File: config.mk
export PLATFORM = sky130hd
export DESIGN_NAME = sap1_controller
export DESIGN_NICKNAME = d
export VERILOG_FILES = /design/src/rtl/sap1_controller.sv
export SDC_FILE = /design/constraint.sdc
export NUM_CORES = 1
export LEC_CHECK = 0
export ABC_AREA = 0
export ABC_CLOCK_PERIOD_IN_PS = 1700
export CAP_MARGIN = 20
export CELL_PAD_IN_SITES_DETAIL_PLACEMENT = 1
export CELL_PAD_IN_SITES_GLOBAL_PLACEMENT = 1
export CORE_AREA = 2 2 39 41
export CTS_BUF_LIST = sky130_fd_sc_hd__clkbuf_16
export CTS_CLUSTER_SIZE = 40
export DETAILED_ROUTE_END_ITERATION = 8
export DIE_AREA = 0 0 41 43
export DONT_BUFFER_PORTS = 1
export HOLD_SLACK_MARGIN = 0.15
export PLACE_DENSITY = 0.65
export SYNTH_ARGS = -nofsm -noshare
export SYNTH_HDL_FRONTEND = slang
export SYNTH_SLANG_ARGS = --single-unit
File: constraint.sdc
create_clock -name clk_i -period 1.7 [get_ports clk_i]
set_input_delay 0.17 -clock clk_i [delete_from_list [all_inputs] [get_ports clk_i]]
set_output_delay 0.17 -clock clk_i [all_outputs]
set_load 0.01 [all_outputs]
File: src/rtl/sap1_controller.sv
// SAP-1 control sequencer: six-state T-cycle ring plus opcode decode into the
// control word for the bus-attached blocks, with a sticky halt flag.
module sap1_controller #(
  parameter int unsigned NUM_T = 6
) (
  input  logic       clk_i,
  input  logic       rst_ni,
  input  logic       en_i,
  input  logic [3:0] opcode_i,
  output logic [2:0] t_state_o,
  output logic       hlt_o,
  output logic       co_o,
  output logic       ce_o,
  output logic       mi_o,
  output logic       ro_o,
  output logic       ii_o,
  output logic       io_o,
  output logic       ai_o,
  output logic       ao_o,
  output logic       bi_o,
  output logic       eo_o,
  output logic       su_o,
  output logic       oi_o
);

  localparam logic [3:0] OpLda = 4'h0;
  localparam logic [3:0] OpAdd = 4'h1;
  localparam logic [3:0] OpSub = 4'h2;
  localparam logic [3:0] OpOut = 4'hE;
  localparam logic [3:0] OpHlt = 4'hF;
  localparam logic [2:0] TLast = 3'(NUM_T - 1);

  logic [2:0] t_q, t_d;
  logic       halted_q, halted_d;
  logic       active;
  logic       halt_req;

  // Reset is folded in so every control is forced low while rst_ni is held.
  assign active   = rst_ni & en_i & ~halted_q;
  assign halt_req = active & (t_q == 3'd2) & (opcode_i == OpHlt);

  always_comb begin
    t_d      = t_q;
    halted_d = halted_q;
    if (halt_req) begin
      halted_d = 1'b1;
    end else if (active) begin
      t_d = (t_q == TLast) ? 3'd0 : t_q + 3'd1;
    end
  end

  always_ff @(posedge clk_i or negedge rst_ni) begin
    if (!rst_ni) begin
      t_q      <= 3'd0;
      halted_q <= 1'b0;
    end else begin
      t_q      <= t_d;
      halted_q <= halted_d;
    end
  end

  assign t_state_o = t_q;
  assign hlt_o     = rst_ni & (halted_q | halt_req);

  always_comb begin
    co_o = 1'b0;
    ce_o = 1'b0;
    mi_o = 1'b0;
    ro_o = 1'b0;
    ii_o = 1'b0;
    io_o = 1'b0;
    ai_o = 1'b0;
    ao_o = 1'b0;
    bi_o = 1'b0;
    eo_o = 1'b0;
    su_o = 1'b0;
    oi_o = 1'b0;
    if (active) begin
      case (t_q)
        3'd0: begin
          co_o = 1'b1;
          mi_o = 1'b1;
        end
        3'd1: begin
          ro_o = 1'b1;
          ii_o = 1'b1;
          ce_o = 1'b1;
        end
        3'd2: begin
          case (opcode_i)
            OpLda, OpAdd, OpSub: begin
              io_o = 1'b1;
              mi_o = 1'b1;
            end
            OpOut: begin
              ao_o = 1'b1;
              oi_o = 1'b1;
            end
            default: ;
          endcase
        end
        3'd3: begin
          case (opcode_i)
            OpLda: begin
              ro_o = 1'b1;
              ai_o = 1'b1;
            end
            OpAdd, OpSub: begin
              ro_o = 1'b1;
              bi_o = 1'b1;
            end
            default: ;
          endcase
        end
        3'd4: begin
          if (opcode_i == OpAdd || opcode_i == OpSub) begin
            eo_o = 1'b1;
            ai_o = 1'b1;
            su_o = (opcode_i == OpSub);
          end
        end
        default: ;
      endcase
    end
  end

endmodule

* Yosys cells after proc, flatten, opt, wreduce, memory -nomap -nowiden
Index checks and enable logic that the tools add are counted.
** Storage, ports and cells
- Output and inout port bits :: 16
- Bits in registers :: 4
- Word-level logic and storage cells :: 53
- Bits of input ports :: 7
** Cells by class
- Mux-type cells :: 27
- $add $sub $neg :: 1
- Bitwise operators :: 8
- Equal/unequal tests :: 9
- Reduce and logical (&&, ||, !) cells :: 6
** Operator list (number)
- 1-bit two-way mux :: 23
- 4-bit == test, second input constant :: 2
- 3-bit by 2-bit == test with 1-bit output, second input constant :: 2
- 3-bit == test, second input constant :: 2
- 1-bit case mux with 2 select lines :: 3
- 1-bit bitwise AND :: 5
- 4-bit by 1-bit == test with 1-bit output, second input constant :: 1
- 4-bit by 2-bit == test with 1-bit output, second input constant :: 1
- 4-bit logical NOT :: 1
- 3-bit by 1-bit adder with 3-bit output, second input constant :: 1
- 3-bit by 1-bit == test with 1-bit output, second input constant :: 1
- 3-bit logical NOT :: 1
- 3-bit two-way mux :: 1
- 3-bit OR reduction :: 1
- 1-bit NOT :: 2
- 2-bit AND reduction :: 1
- 2-bit OR reduction :: 1
- 1-bit logical OR :: 1
- 1-bit OR :: 1

* Longest topological paths before layout
Gate-level depths: netlist of run 1.
- Depth after elaboration :: 6
- Depth in mapped cells :: 6
- Mapped depth without buffers :: 6

* Worst setup path before layout of run 1
Ideal clock, no wire load.
- Path kind :: register to output
- Start point :: reg halted_q
- End point :: out oi_o
- Data required time :: 1.530 ns
- Cell stages (with the launch flop) :: 5
- Slack :: 0.048 ns
- Buffers on the path :: 1
- Arrival :: 1.482 ns
- Cells stage by stage :: dfrtp_1 > and3b_1 > nand3_1 > nor4_1 > buf_4
** On the way
- Cells in the longest elaborated chain, start to end :: 3
** Ends and longest elaborated chain
- from (decl) :: RTL line 34 : logic halted_q, halted_d;
- from (signal assigned) :: RTL line 58 : halted_q <= halted_d;
- 1-bit NOT :: RTL line 39 : assign active = rst_ni & en_i & ~halted_q;
- 1-bit bitwise AND :: RTL line 39
- 1-bit two-way mux
- to (decl) :: RTL line 23 : output logic oi_o
No other way between the ends.

* Worst setup path in the final report of run 1
- Start point :: reg halted_q
- End point :: out su_o
** On the way
- Cells in the longest elaborated chain, start to end :: 3
** Ends and longest elaborated chain
- 1-bit NOT :: RTL line 39
- 1-bit bitwise AND :: RTL line 39
- 1-bit two-way mux :: RTL line 78 : if (active) begin
- to (decl) :: RTL line 22 : output logic su_o,
No other way between the ends.

==> run_results.csv, run 1 <==
group,metric,value,unit
critical_path,worstPathRequired,1.53,ns
critical_path,cp.arrival,1.57,ns
cells_and_area,seqCellArea,103,um^2
placed_design,hpwl,871,um
floorplanning,ios,23,
critical_path,worst-path-max-fanout,4,
global_route,grt_usage,0.160,
route,firstDrtPassIters,4,
placed_design,io_buffers,0,
route,routedWlPerCell,17.2,um
sta,slew_headroom,0.719,
cells_and_area,drive_above_1_share,0.468,
power_and_ir_drop,p_int,426,uW
power_and_ir_drop,leakage,0.000277,uW
sta,holdWs,0.222,ns
route,via_per_inst,5.77,
floorplanning,die_h,43,um
route,ant_nets,0,
floorplanning,start_util,0.300,
synthesis,synth.avg_cell_area,8.15,um^2
critical_path,cp_top_family,"simple AND/OR/NAND/NOR gates",
critical_path,r2r-end,"t_state_o[0]",
power_and_ir_drop,p_comb_frac,0.104,
clocking,cts-root-buf,"clkbuf_16",
floorplanning,die_w,41,um
clocking,htree_levels,1,
clocking,clkSlewWorstSetupHoldPaths,0.03,ns
cells_and_area,multi_input_area,325,um^2
global_route,met3_usage,0.0942,
synthesis,synthesis.nets,59,
global_route,antenna_found_initial,0,
sta,grt_setup_unrepaired,"true",
route,routed_wl,1.35,mm
critical_path,worstRegToRegCells,4,
critical_path,endpoint_kind,"primary output",
route,vias,450,
floorplanning,coreArea,1380,um^2
sta,hold_viol_final,0,
global_route,grt_pass1_vias,421,
cells_and_area,final_util,0.461,
critical_path,slowest_delay,0.41,ns
route,drt_iter0_drc,5,
critical_path,crit_slowest_cell,"or3_4",
synthesis,yosysSeqAreaShare,0.241,
sta,worst_slack,-0.0414,ns
synthesis,ys_warn_count,0,
global_route,grt_pass1_wl,1.82,mm
sta,maxSlewViolCount,0,
clocking,clock-sinks,4,
cells_and_area,num-nets-final,72,
clocking,cts_buffers,3,
sta,fmax,0.574,GHz
sta,min_period,1.74,ns
critical_path,worstSetupPathType,"reg2out",
synthesis,synth_top_area_share,0.241,
placed_design,pre_cts_slack,0.201,ns
route,drcViolationCount,0,
global_route,grt-ovfl-total,0,
floorplanning,die-area,1760,um^2
synthesis,syn_inst,51,
sta,finClkSkew,0.00179,ns
power_and_ir_drop,vdd_drop_max,556,uV
synthesis,yosysTopAreaCell,"dfrtp_1",
global_route,busiest_layer,"met2",
clocking,cts_buffer_depth,2,
power_and_ir_drop,clockPowerShare,0.698,
critical_path,cp-start-kind,"flip-flop",
run_status,violations,"setup timing",
sta,setup_viol,3,
global_route,use_met2,0.241,
critical_path,crit_path_cell_trace,"nand3b_4, or3_4, nor4_4, buf_4",
sta,worst_pin_slew,0.419,ns
clocking,clkLatencyLatePin,0.23,ns
critical_path,worst-path-buf-inv,1,
power_and_ir_drop,seq_power_share,0.198,
critical_path,r2r-start,"t_state_o[1]",
job,maxCapViolations,0,
synthesis,syn_area,415,um^2
cells_and_area,n_fill_cell,165,
global_route,met1_usage,0.166,
hold_path,hold_class,"in2async",
cells_and_area,syn2layout_area_growth,53.6,%
synthesis,ys_ff_latch,4,
synthesis,synthDistinctLibCells,29,
placed_design,gp_congestion,0.716,
run_status,status,"complete, but fails checks",
floorplanning,rows,14,
clocking,cts_tree,"yes",
cells_and_area,antenna_cells,0,
global_route,grt_max_degree,9,
sta,finalCritPeriodShare,1.02,
power_and_ir_drop,switching_share,0.206,
critical_path,ff2ff_setup_slack,0.37,ns
synthesis,synth_area_leaders,"dfrtp_1 24%, inv_1 6.3%, nand3b_4 4.8%",
sta,finalSetupTns,-0.0909,ns
power_and_ir_drop,switching_power,111,uW
power_and_ir_drop,power_density,841,nW/um^2
## placed cells by master, fill, tap and decap left out, types with 2 or more instances in the layout
cell type,count
buf_4,9
inv_1,7
nor2_1,4
o21ai_0,3
clkbuf_16,3
nand2_1,2
nor3b_1,2
nand2b_1,2
dfrtp_1,2
dfrtp_2,2
## how the worst max path moves through the flow
| stage | cells past startpoint | from | end | slack (ns) |
|---|---|---|---|---|
| after detailed placement | 3 | t_state_o[0] | ai_o | 0.20 |
| after global routing | 4 | halted_q | su_o | -0.11 |
| after CTS | 4 | halted_q | su_o | -0.02 |
| final | 4 | halted_q | su_o | -0.04 |
| after floorplan | 4 | halted_q | oi_o | 0.05 |
| after global placement | 4 | halted_q | su_o | 0.22 |
## cells in the mapped netlist
master and count:
a211oi_1 1, a21oi_1 1, a31o_2 1, a32oi_1 1
and2_1 1, and3b_1 1, and4b_1 1, buf_4 2
clkbuf_1 1, dfrtp_1 4, ha_1 1, inv_1 7
nand2_1 2, nand2b_1 2, nand3_1 2, nand3b_4 1
nor2_1 4, nor3_1 1, nor3b_1 2, nor4_1 3
o211ai_2 1, o21ai_0 4, o311ai_0 1, o32ai_1 1
o41ai_2 1, or2_1 1, or3_1 1, or3b_4 1
xnor2_1 1
## what timing repair did
action	in CTS	in global routing
cloned	0	0
hold buffers	1	0
buffers inserted	0	4
endpoints found under the setup margin	5	7
gates resized for setup	7	8
pin swaps	4	7
endpoints found under the hold margin	4	0
## power groups by stage
stage	logic, uW	clock network [uW]	registers (uW)
3_5_place_dp	42.2	0	107
4_1_cts	47.7	377	106
5_1_grt	61.0	390	107
3_3_place_gp	41.0	0	107
6_report	55.8	374	107
2_1_floorplan	31.2	0	108
## metrics by stage
step,total power (uW),area [um^2],std cells
2_1_floorplan,139,415,51
3_3_place_gp,148,462,70
3_5_place_dp,149,462,70
4_1_cts,531,569,74
5_1_grt,558,638,78
6_report,537,638,78
## state kept, by name, summed over array words and instances (netlist names)
signal	count
halted_q	1
t_state_o	3
## worst register-to-register path: stages (launching register included)
cell and delay, ns:
dfrtp_1 0.35, buf_4 0.17, nand2_1 0.14, o311ai_0 0.37, o21ai_0 0.14
## cell type report
type                    instances  area share
well taps                      16      0.0314
flip-flops and latches          4       0.161
repair buffers                 11       0.139
inverters                       7      0.0412
clock buffers                   3       0.118
multi-input cells              37       0.510
## kinds of logic after synthesis
family | synth area share
and+or+nand+nor | 0.367
AOI/OAI and AO/OA | 0.232
buffers and inverters | 0.108
DFF | 0.241
xor gates and xnor gates | 0.0211
adders and majority gates | 0.0301
## per-layer routing
metal | wire, um | vias to the layer above
met1 | 542 | 217
li1 | - | 208
met4 | 29 | 0
met2 | 669 | 20
met3 | 103 | 5
met5 | 0 | -
Note: power is estimated with default switching activity, not from simulation.
==> inputs of run 2 (changes only) <==
--- a/config.mk
+++ b/config.mk
@@ -6,7 +6,7 @@
 export NUM_CORES = 1
 export LEC_CHECK = 0
 export ABC_AREA = 0
-export ABC_CLOCK_PERIOD_IN_PS = 1700
+export ABC_CLOCK_PERIOD_IN_PS = 1900
 export CAP_MARGIN = 20
 export CELL_PAD_IN_SITES_DETAIL_PLACEMENT = 1
 export CELL_PAD_IN_SITES_GLOBAL_PLACEMENT = 1
==> constraint.sdc (replaced) <==
create_clock -name clk_i -period 1.9 [get_ports clk_i]
set_input_delay 0.19 -clock clk_i [delete_from_list [all_inputs] [get_ports clk_i]]
set_output_delay 0.19 -clock clk_i [all_outputs]
set_load 0.01 [all_outputs]
==> run_results.csv, run 2 (synthesis results as in run 1) <==
group,metric,value,unit
sta,setup_viol,0,
critical_path,endpoint,"su_o",
global_route,grt_pass1_wl,1.77,mm
clocking,cts_tree,"yes",
sta,maxSlewViolCount,0,
global_route,grt_pass1_vias,419,
placed_design,io_buffers,0,
critical_path,slowest_delay,0.39,ns
cells_and_area,drive_above_1_share,0.236,
power_and_ir_drop,p_comb_frac,0.074,
power_and_ir_drop,leakage,0.000232,uW
power_and_ir_drop,switching_power,86.2,uW
critical_path,worst-path-buf-inv,1,
route,routed_wl,1.08,mm
floorplanning,die_h,43,um
critical_path,crit_path_cell_trace,"nand3b_4, or3_1, nor4_2, buf_4",
route,drcViolationCount,0,
power_and_ir_drop,power_density,864,nW/um^2
floorplanning,die_w,41,um
sta,finalSetupTns,0,ns
critical_path,r2r-end,"t_state_o[2]",
route,drt_iter0_drc,2,
power_and_ir_drop,p_int,373,uW
critical_path,ff2ff_setup_slack,0.56,ns
critical_path,startpoint,"halted_q",
clocking,postCtsSetupRepairBufs,0,
route,via_per_inst,5.58,
critical_path,worstRegToRegCells,5,
global_route,grt-ovfl-total,0,
sta,slew_headroom,0.728,
route,firstDrtPassIters,2,
clocking,cts_buffer_depth,2,
sta,min_period,1.78,ns
job,maxCapViolations,0,
clocking,clkLatencyLatePin,0.22,ns
global_route,grt_usage,0.153,
floorplanning,die-area,1760,um^2
cells_and_area,most-common-layout-cells,"7 x inv_1, 4 x o21ai_0, 4 x nor2_1",
global_route,grt_max_degree,10,
sta,hold_viol_final,0,
sta,worst_pin_slew,0.407,ns
sta,finClkSkew,0.000859,ns
critical_path,path_depth,4,
floorplanning,coreArea,1380,um^2
floorplanning,start_util,0.300,
critical_path,worstPathRequired,1.71,ns
critical_path,cp-start-kind,"flip-flop",
clocking,cts_buffers,3,
critical_path,cp.arrival,1.59,ns
clocking,htree_levels,1,
sta,grt_setup_unrepaired,"false",
sta,finalCritPeriodShare,0.935,
critical_path,worst-path-max-fanout,5,
power_and_ir_drop,vdd_drop_max,622,uV
floorplanning,ios,23,
power_and_ir_drop,switching_share,0.188,
cells_and_area,syn2layout_area_growth,28.0,%
clocking,clock-sinks,4,
placed_design,gp_congestion,0.680,
critical_path,r2r-start,"t_state_o[1]",
route,ant_nets,0,
run_status,status,"completed",
clocking,cts-root-buf,"clkbuf_16",
cells_and_area,antenna_cells,0,
power_and_ir_drop,clockPowerShare,0.713,
power_and_ir_drop,seq_power_share,0.213,
route,routedWlPerCell,15.1,um
cells_and_area,num-nets-final,65,
sta,fmax,0.563,GHz
critical_path,endpoint_kind,"primary output",
hold_path,hold_class,"in2reg",
route,vias,396,
cells_and_area,largest_reg_flops,3,
cells_and_area,final_common_cell,"inv_1",
floorplanning,rows,14,
cells_and_area,n_fill_cell,165,
critical_path,worstSetupPathType,"reg2out",
global_route,antenna_found_initial,0,
sta,holdWs,0.184,ns
critical_path,cp_top_family,"simple AND/OR/NAND/NOR gates",
critical_path,crit_slowest_cell,"or3_1",
clocking,clkSlewWorstSetupHoldPaths,0.03,ns
## run 2: cell types whose count changed in the layout (fill, tap and decap cells not counted), sizes merged
cell / change
buf: -7
## run 2: what timing repair did
item | CTS | global route
setup endpoints to repair | 0 | 1
gates resized for setup | 0 | 2
hold endpoints to repair | 4 | 0
hold buffers | 1 | 0
## run 2: routing by layer
metal,GRT usage,up-vias,part of all wire
met5,0,-,0
met4,0.100,0,0.025
met3,0.0366,4,0.079
met2,0.247,16,0.50
met1,0.164,184,0.40
li1,-,192,-
## run 2: cell type report
cell class | instances | area [um^2] | share of cell area
multi-input cells | 37 | 277 | 0.520
well taps | 16 | 20.0 | 0.0376
repair buffers | 4 | 32.5 | 0.0612
clock buffers | 3 | 75.1 | 0.141
inverters | 7 | 26.3 | 0.0494
flip-flops and latches | 4 | 101 | 0.191
## run 2: through the flow
stage	utilization	worst slack (ns)	total power, uW	cells	area [um^2]
floorplan	-	0.228	125	51	415
global placement	0.317	0.373	129	67	439
detailed placement	0.317	0.316	130	67	439
CTS	0.379	0.0755	463	71	524
global route	0.384	0.0105	475	71	532
finish	0.384	0.124	459	71	532
## run 2: power by group through the flow
stage | clock [uW] | combinational, uW | sequential [uW]
after floorplan | 0 | 27.9 | 96.6
after global placement | 0 | 30.6 | 98.8
after detailed placement | 0 | 30.8 | 98.9
after CTS | 331 | 34.1 | 97.9
after global routing | 337 | 38.9 | 99.6
final | 327 | 34.0 | 98.0
## run 2: worst reg2reg max path, stage by stage, from the launching register on
cell,delay (ns)
dfrtp_1,0.48
nand2_1,0.13
inv_1,0.05
ha_1,0.26
a31o_2,0.21
a21oi_1,0.14
## run 2: how the worst min path moves through the flow
stage / from / to / slack, ns / depth (start not counted)
3_5_place_dp: rst_ni / halted_q / -0.11 / 0
3_3_place_gp: rst_ni / halted_q / -0.11 / 0
6_report: en_i / halted_q / 0.18 / 2
4_1_cts: en_i / halted_q / 0.19 / 2
5_1_grt: en_i / halted_q / 0.20 / 2
2_1_floorplan: rst_ni / halted_q / -0.11 / 0
